[src/rtl/sipo_rx.sv]
// Serial-in parallel-out receiver: assembles WIDTH MSB-first bits framed by FRAME into DOUT.
// Latency: DOUT/DOUT_VALID update on the edge sampling the last bit; all outputs registered.
// Backpressure: none; accepts one bit per SIN_VALID cycle, unlimited gaps, resyncs on FRAME.
module sipo_rx #(
    parameter int WIDTH = 4
) (
    input  logic             CLK,
    input  logic             RST,
    input  logic             SIN_VALID,
    input  logic             SIN,
    input  logic             FRAME,
    output logic [WIDTH-1:0] DOUT,
    output logic             DOUT_VALID,
    output logic             FRAME_ERR,
    output logic             BUSY
);

    localparam int CW = $clog2(WIDTH + 1);

    typedef enum logic {
        IDLE  = 1'b0,
        SHIFT = 1'b1
    } state_t;

    state_t           state_q, state_d;
    logic [WIDTH-1:0] sr_q, sr_d;
    logic [CW-1:0]    cnt_q, cnt_d;
    logic [WIDTH-1:0] dout_q, dout_d;
    logic             dout_valid_q, dout_valid_d;
    logic             frame_err_q, frame_err_d;
    logic             busy_q, busy_d;

    // The first bit of a word seeds the shift register with the MSB in bit 0.
    logic [WIDTH-1:0] seed;
    logic [WIDTH-1:0] shifted;
    assign seed    = {{(WIDTH-1){1'b0}}, SIN};
    assign shifted = {sr_q[WIDTH-2:0], SIN};

    // Next-state and pulse generation; pulses default low so they last one cycle.
    always_comb begin
        state_d      = state_q;
        sr_d         = sr_q;
        cnt_d        = cnt_q;
        dout_d       = dout_q;
        dout_valid_d = 1'b0;
        frame_err_d  = 1'b0;
        case (state_q)
            IDLE: begin
                // Unframed bits while idle are not aligned to any word and are dropped.
                if (SIN_VALID && FRAME) begin
                    sr_d    = seed;
                    cnt_d   = CW'(1);
                    state_d = SHIFT;
                end
            end
            SHIFT: begin
                if (SIN_VALID) begin
                    if (FRAME) begin
                        // A new marker mid-word abandons the partial word, even on its last bit.
                        frame_err_d = 1'b1;
                        sr_d        = seed;
                        cnt_d       = CW'(1);
                    end else begin
                        sr_d = shifted;
                        if (cnt_q == CW'(WIDTH - 1)) begin
                            dout_d       = shifted;
                            dout_valid_d = 1'b1;
                            cnt_d        = '0;
                            state_d      = IDLE;
                        end else begin
                            cnt_d = cnt_q + CW'(1);
                        end
                    end
                end
            end
            default: state_d = IDLE;
        endcase
        busy_d = (state_d == SHIFT);
    end

    // State and output registers with asynchronous clear.
    always_ff @(posedge CLK or posedge RST) begin
        if (RST) begin
            state_q      <= IDLE;
            sr_q         <= '0;
            cnt_q        <= '0;
            dout_q       <= '0;
            dout_valid_q <= 1'b0;
            frame_err_q  <= 1'b0;
            busy_q       <= 1'b0;
        end else begin
            state_q      <= state_d;
            sr_q         <= sr_d;
            cnt_q        <= cnt_d;
            dout_q       <= dout_d;
            dout_valid_q <= dout_valid_d;
            frame_err_q  <= frame_err_d;
            busy_q       <= busy_d;
        end
    end

    assign DOUT       = dout_q;
    assign DOUT_VALID = dout_valid_q;
    assign FRAME_ERR  = frame_err_q;
    assign BUSY       = busy_q;

endmodule

[config.mk]
export PLATFORM = sky130hd
export DESIGN_NAME = sipo_rx
export DESIGN_NICKNAME = d
export VERILOG_FILES = /design/src/rtl/sipo_rx.sv
export SDC_FILE = /design/constraint.sdc
export NUM_CORES = 1
export LEC_CHECK = 0
export BUFFER_PORTS_ARGS = -buffer_cell sky130_fd_sc_hd__buf_4
export CAP_MARGIN = 20
export CELL_PAD_IN_SITES_DETAIL_PLACEMENT = 0
export CELL_PAD_IN_SITES_GLOBAL_PLACEMENT = 2
export CORE_UTILIZATION = 38
export CTS_BUF_LIST = sky130_fd_sc_hd__clkbuf_2
export DETAILED_ROUTE_END_ITERATION = 16
export PLACE_DENSITY_LB_ADDON = 0.1
export SLEW_MARGIN = 0
export SYNTH_ARGS = -nofsm -noshare
export SYNTH_HDL_FRONTEND = slang
export SYNTH_SLANG_ARGS = --single-unit
[constraint.sdc]
create_clock -name CLK -period 3.6 [get_ports CLK]
set_input_delay 0.18 -clock CLK [delete_from_list [all_inputs] [get_ports CLK]]
set_output_delay 0.18 -clock CLK [all_outputs]
set_load 0.01 [all_outputs]
==> results.yml, run 1 <==
status:
  outcome: "complete, no violations"
route:
  vias_per_cell: 5.19
  drt-initial-drc-count: 3
  wl_per_cell_microns: 13.8
  dr_total_vias: 363
  drt-total-wl_microns: 963
  drtPass1Iterations: 4
  drtAntennaViolNets: 0
  drcViolationCount: 0
timing:
  setup_viol: 0
  min_period_ns: 1.48
  worst_pin_slew_ns: 0.511
  fmax_ghz: 0.674
  finalCritPeriodShare_pct: 41.2
  tns_ns: 0
  skew_ns: 0.00313
  slew_violations: 0
  relSlewSlack_pct: 65.5
  final-hold-violation-count: 0
  grt_setup_unrepaired: "false"
clock_network:
  clkLatencyLatePin_ns: 0.25
  tritoncts: "yes"
  numClockSinks: 13
  clk_pin_slew_ns: 0.12
  htreeDepth: 1
  cts_made_buffers: 3
  postCtsSetupBuffers: 0
  cts_buffer_depth: 2
  root_buffer: "clkbuf_2"
critical_path:
  critPathLaunchType: "flop"
  max_stage_delay_ns: 0.39
  r2r-start: "cnt_q[0]"
  setup.worst_path.end_class: "flop"
  startpoint: "cnt_q[0]"
  critPathKind: "flop to flop"
  r2r_cells: 4
  ff2ff_setup_slack_ns: 2.12
  crit_required_ns: 3.75
  setup.worst_path.end: "DOUT[3]"
  crit_chain: "ha_1 > nand2b_1 > nor3_4 > mux2_2"
  cp.arrival_ns: 1.63
  cpMaxStageDelayCell: "dfrtp_1"
  timing.rr.end: "DOUT[3]"
  crit_fanout: 6
global_routing:
  grt_pass1_wl_microns: 1530
  grt_pass1_vias: 345
  track_usage_pct: 15.7
  gr-total-overflow: 0
  antenna_found_initial: 0
  grt_max_degree: 14
floorplanning:
  core_area_sq_um: 1300
  initial_core_util_pct: 40.8
  fp.dieW_microns: 39.4
  io_pins: 12
  die_h_microns: 39.4
  dieArea_sq_um: 1550
  rows: 13
power:
  pwr-share-clk_pct: 18.5
  peakVddDrop_mv: 0.289
  pwr-share-seq_pct: 51.7
  pwr-share-comb_pct: 29.8
  power_density_nw_per_um2: 600
  p_int_mw: 0.278
  p_sw_share_pct: 29.9
  p_leak_nw: 0.332
  switching_power_mw: 0.119
yosys:
  synth_seq_cells: 13
  syn_nets: 45
  synthArstFlopShare_pct: 100
  synth_edf_count: 0
  yosysWarnings: 0
  ys_seq_area_share_pct: 61.3
  ys.flop_type: "dfrtp_1"
  netlist_area_sq_um: 531
  synthCells: 39
  syn_avg_cell_area_sq_um: 13.6
  ys_types: 19
cells_and_area:
  stdcell_area_sq_um: 662
  area_delta_synth_final_pct: 24.8
  nFillCells: 125
  nNetsFinal: 62
  layout-drive-gt1-share_pct: 47.3
  antennaDiodeCount: 0
  final_cell_count_no_fill: 70
place:
  gp_congestion: 0.716
  dpl.cell_count: 65
  dpl_cell_area_sq_um: 632
  dp_hpwl_microns: 690
  place.port_buffers: 11
min_path:
  hold_class: "input pin to flop"
job:
  drv_cap: 0
-- layout by cell type (no fill, tap or decap) --
master	synthesis	final
inv_1	3	3
nand2_2	1	1
dfrtp_1	13	13
nor3_4	1	1
and3_2	1	1
nand3_1	1	1
a22o_1	2	2
nor2_1	2	2
a21oi_1	1	1
a21o_2	1	1
mux2_2	5	5
o21a_1	1	1
clkbuf_2	0	4
dlygate4sd3_1	0	1
a31o_2	1	1
ha_1	1	1
o22ai_1	1	1
buf_4	0	11
a22o_2	1	1
nand2b_1	1	1
a21boi_0	1	1
o21ai_0	1	1
-- what timing repair did --
| item | CTS | global route |
|---|---|---|
| gates resized for setup | 0 | 0 |
| hold buffers | 1 | 0 |
| endpoints found under the hold margin | 13 | 0 |
-- flip-flops by register name (all words and copies together), names as in the netlist --
signal,cells
DOUT_VALID,1
sr_q,3
FRAME_ERR,1
BUSY,1
DOUT,4
cnt_q,3
-- worst max-delay path: cells and delay by family (launching register included) --
kind / cells / cell delay [ns]
AND/OR/NAND/NOR: 2 / 0.44
flip-flops: 1 / 0.39
multiplexers: 1 / 0.37
adder cells (fa/ha/maj): 1 / 0.19
-- metal layers --
metal / up-vias / GRT usage [%] / wire [microns]
li1: 172 / - / -
met1: 180 / 18.5 / 419
met2: 9 / 25.4 / 492
met3: 2 / 5.11 / 45
met4: 0 / 7.76 / 6
met5: - / 0 / 0
-- synth_stat cells (2+ instances only) --
cell type	number	area share, %
a22o_1	2	3.3
mux2_2	5	11
inv_1	3	2.1
dfrtp_1	13	61
nor2_1	2	1.4
-- power by group through the flow --
| stage | sequential (mW) | combinational, mW | clock (mW) |
|---|---|---|---|
| after global placement | 0.207 | 0.116 | 0 |
| after global routing | 0.211 | 0.131 | 0.0827 |
| after CTS | 0.205 | 0.120 | 0.0762 |
| after detailed placement | 0.208 | 0.119 | 0 |
| after floorplan | 0.215 | 0.0567 | 0 |
| final | 0.205 | 0.118 | 0.0733 |
-- how the worst min path moves through the flow --
stage          startpoint         to  slack (ns)  cells after the start
2_1_floorplan         RST       BUSY        0.06                      1
3_3_place_gp          RST  FRAME_ERR        0.21                      2
3_5_place_dp          RST  FRAME_ERR        0.23                      2
4_1_cts               SIN    sr_q[0]        0.15                      2
5_1_grt               SIN    sr_q[0]        0.14                      2
6_report              SIN    sr_q[0]        0.16                      2
-- area by class of cell --
cell class	count	area [sq um]	area share [%]
flip-flops and latches	13	325	49.1
well taps	15	18.8	2.84
multi-input cells	23	194	29.3
clock buffers	4	20.0	3.02
repair buffers	12	92.6	14.0
inverters	3	11.3	1.70
-- cells by family (layout without fill, tap and decap cells) --
family          Yosys count  after routing  share of synthesized area (%)
flops                    13             13                           61.3
compound gates           10             10                           14.4
simple gates              7              7                           9.20
buf+inv                   3             19                           2.12
fa+ha+maj                 1              1                           2.36
mux                       5              5                           10.6
-- per-stage QoR --
| stage | utilization [%] | power (mW) | hold WS [ns] | worst slack [ns] |
|---|---|---|---|---|
| after CTS | 50.9 | 0.402 | 0.146 | 2.11 |
| after floorplan | - | 0.272 | 0.0570 | 2.26 |
| after global routing | 50.9 | 0.424 | 0.135 | 2.04 |
| after global placement | 48.6 | 0.322 | 0.213 | 2.19 |
| after detailed placement | 48.6 | 0.327 | 0.233 | 2.12 |
| final | 50.9 | 0.397 | 0.159 | 2.12 |
(Power assumes the default switching activity.)
==> run 2, diff against run 1 <==
--- a/config.mk
+++ b/config.mk
@@ -9,7 +9,7 @@
 export CAP_MARGIN = 20
 export CELL_PAD_IN_SITES_DETAIL_PLACEMENT = 0
 export CELL_PAD_IN_SITES_GLOBAL_PLACEMENT = 2
-export CORE_UTILIZATION = 38
+export CORE_UTILIZATION = 32
 export CTS_BUF_LIST = sky130_fd_sc_hd__clkbuf_2
 export DETAILED_ROUTE_END_ITERATION = 16
 export PLACE_DENSITY_LB_ADDON = 0.1
==> constraint.sdc (replaced) <==
create_clock -name CLK -period 1.3 [get_ports CLK]
set_input_delay 0.065 -clock CLK [delete_from_list [all_inputs] [get_ports CLK]]
set_output_delay 0.065 -clock CLK [all_outputs]
set_load 0.01 [all_outputs]
==> results.yml, run 2 (synthesized netlist as in run 1, its figures left out) <==
status:
  outcome: "complete, but fails checks"
  violations: "setup timing"
route:
  dr_total_vias: 409
  wl_per_cell_microns: 15.2
  drt-total-wl_microns: 1250
  drtPass1Iterations: 4
  drt-initial-drc-count: 2
  drcViolationCount: 0
  drtAntennaViolNets: 0
  vias_per_cell: 4.99
timing:
  worst_pin_slew_ns: 0.502
  skew_ns: 0.00299
  finalCritPeriodShare_pct: 102
  fmax_ghz: 0.752
  slew_violations: 0
  final-hold-violation-count: 0
  min_period_ns: 1.33
  setup_viol: 5
  hold-worst-slack_ns: 0.0302
  grt_setup_unrepaired: "true"
  worst_slack_ns: -0.0301
  relSlewSlack_pct: 66.5
floorplanning:
  fp.dieW_microns: 42.7
  dieArea_sq_um: 1820
  rows: 14
  initial_core_util_pct: 34.8
  die_h_microns: 42.7
  core_area_sq_um: 1520
  io_pins: 12
place:
  place.port_buffers: 11
  gp_congestion: 0.720
  dpl_cell_area_sq_um: 663
  dp_hpwl_microns: 798
cells_and_area:
  nFillCells: 140
  final_common_cell: "buf_4"
  nNetsFinal: 73
  area_delta_synth_final_pct: 50.9
  layout-drive-gt1-share_pct: 62.1
  largest_reg_flops: 4
  antennaDiodeCount: 0
  stdcell_area_sq_um: 801
  utilization_pct: 52.5
  final_cell_mix: "buf_4 (20), dfrtp_1 (12), mux2_4 (4), clkbuf_2 (4), inv_1 (3)"
global_routing:
  track_usage_pct: 15.3
  grt_pass1_wl_microns: 1970
  grt_pass1_vias: 439
  gr-total-overflow: 0
  grt_max_degree: 14
  antenna_found_initial: 0
clock_network:
  cts_buffer_depth: 2
  tritoncts: "yes"
  clkLatencyLatePin_ns: 0.27
  root_buffer: "clkbuf_2"
  clk_pin_slew_ns: 0.12
  numClockSinks: 13
  htreeDepth: 1
  cts_made_buffers: 3
power:
  p_total_mw: 1.31
  p_leak_nw: 0.401
  power_density_nw_per_um2: 1640
  peakVddDrop_mv: 0.848
  pwr-share-comb_pct: 39.8
  switching_power_mw: 0.399
  p_int_mw: 0.914
  p_sw_share_pct: 30.4
  pwr-share-seq_pct: 44.1
  pwr-share-clk_pct: 16.1
critical_path:
  setup.worst_path.end_class: "flop"
  critPathLaunchType: "flop"
  crit_required_ns: 1.46
  critPathKind: "flop to flop"
  crit_fanout: 6
  cp.arrival_ns: 1.49
job:
  drv_cap: 0
min_path:
  hold_class: "input pin to flop"
==> run 2: path summary, 6_finish.rpt <==
path                               start  endpoint  slack (ns)  depth (start not counted)
min in group asynchronous            RST  cnt_q[0]        0.37                          3
worst max-delay path            cnt_q[1]   DOUT[1]       -0.03                          5
worst min register to register   DOUT[3]   DOUT[3]        0.53                          1
max in group asynchronous            RST      BUSY        0.57                          3
worst max register to register  cnt_q[1]   DOUT[1]       -0.03                          5
worst min-delay path                 SIN   DOUT[0]        0.03                          2
==> run 2: metal layers <==
| layer | wire, microns | GRT usage, % |
|---|---|---|
| met1 | 521 | 17.7 |
| met2 | 686 | 26.1 |
| met3 | 33 | 2.55 |
| met4 | 4 | 9.38 |
| met5 | 0 | 0 |
==> run 2: cell type report <==
class                      count  area, sq um  area share [%]
tap                           16         20.0            2.50
clock buffer                   4         20.0            2.50
sequential                    13          327            40.8
timing repair buffer          23          183            22.8
inverter                       3         11.3            1.41
multi-input combinational     23          240            30.0
==> run 2: power by group through the flow <==
stage | sequential, mW | clock, mW | combinational, mW
finish | 0.579 | 0.212 | 0.522
CTS | 0.570 | 0.221 | 0.475
floorplan | 0.596 | 0 | 0.157
global route | 0.593 | 0.246 | 0.566
global placement | 0.565 | 0 | 0.360
detailed placement | 0.573 | 0 | 0.374
==> run 2: timing repair <==
action | in CTS | in global routing
setup buffers | 5 | 2
hold buffers | 1 | 0
pin swaps | 3 | 0
gates resized for setup | 10 | 3
endpoints found under the setup margin | 4 | 7
endpoints found under the hold margin | 13 | 0
==> run 2: metrics by stage <==
step,setup WS [ns],setup TNS [ns],instances
after floorplan,-0.0392,-0.157,39
after global placement,-0.0918,-0.359,70
after detailed placement,-0.148,-0.573,70
after CTS,-0.0288,-0.118,80
after global routing,-0.0754,-0.347,82
final,-0.0301,-0.106,82
==> run 2: critical path: stages, from the launching register on <==
cell,delay (ns)
dfrtp_1,0.43
ha_4,0.17
nand2b_4,0.06
nor3_4,0.11
buf_6,0.15
mux2_4,0.30
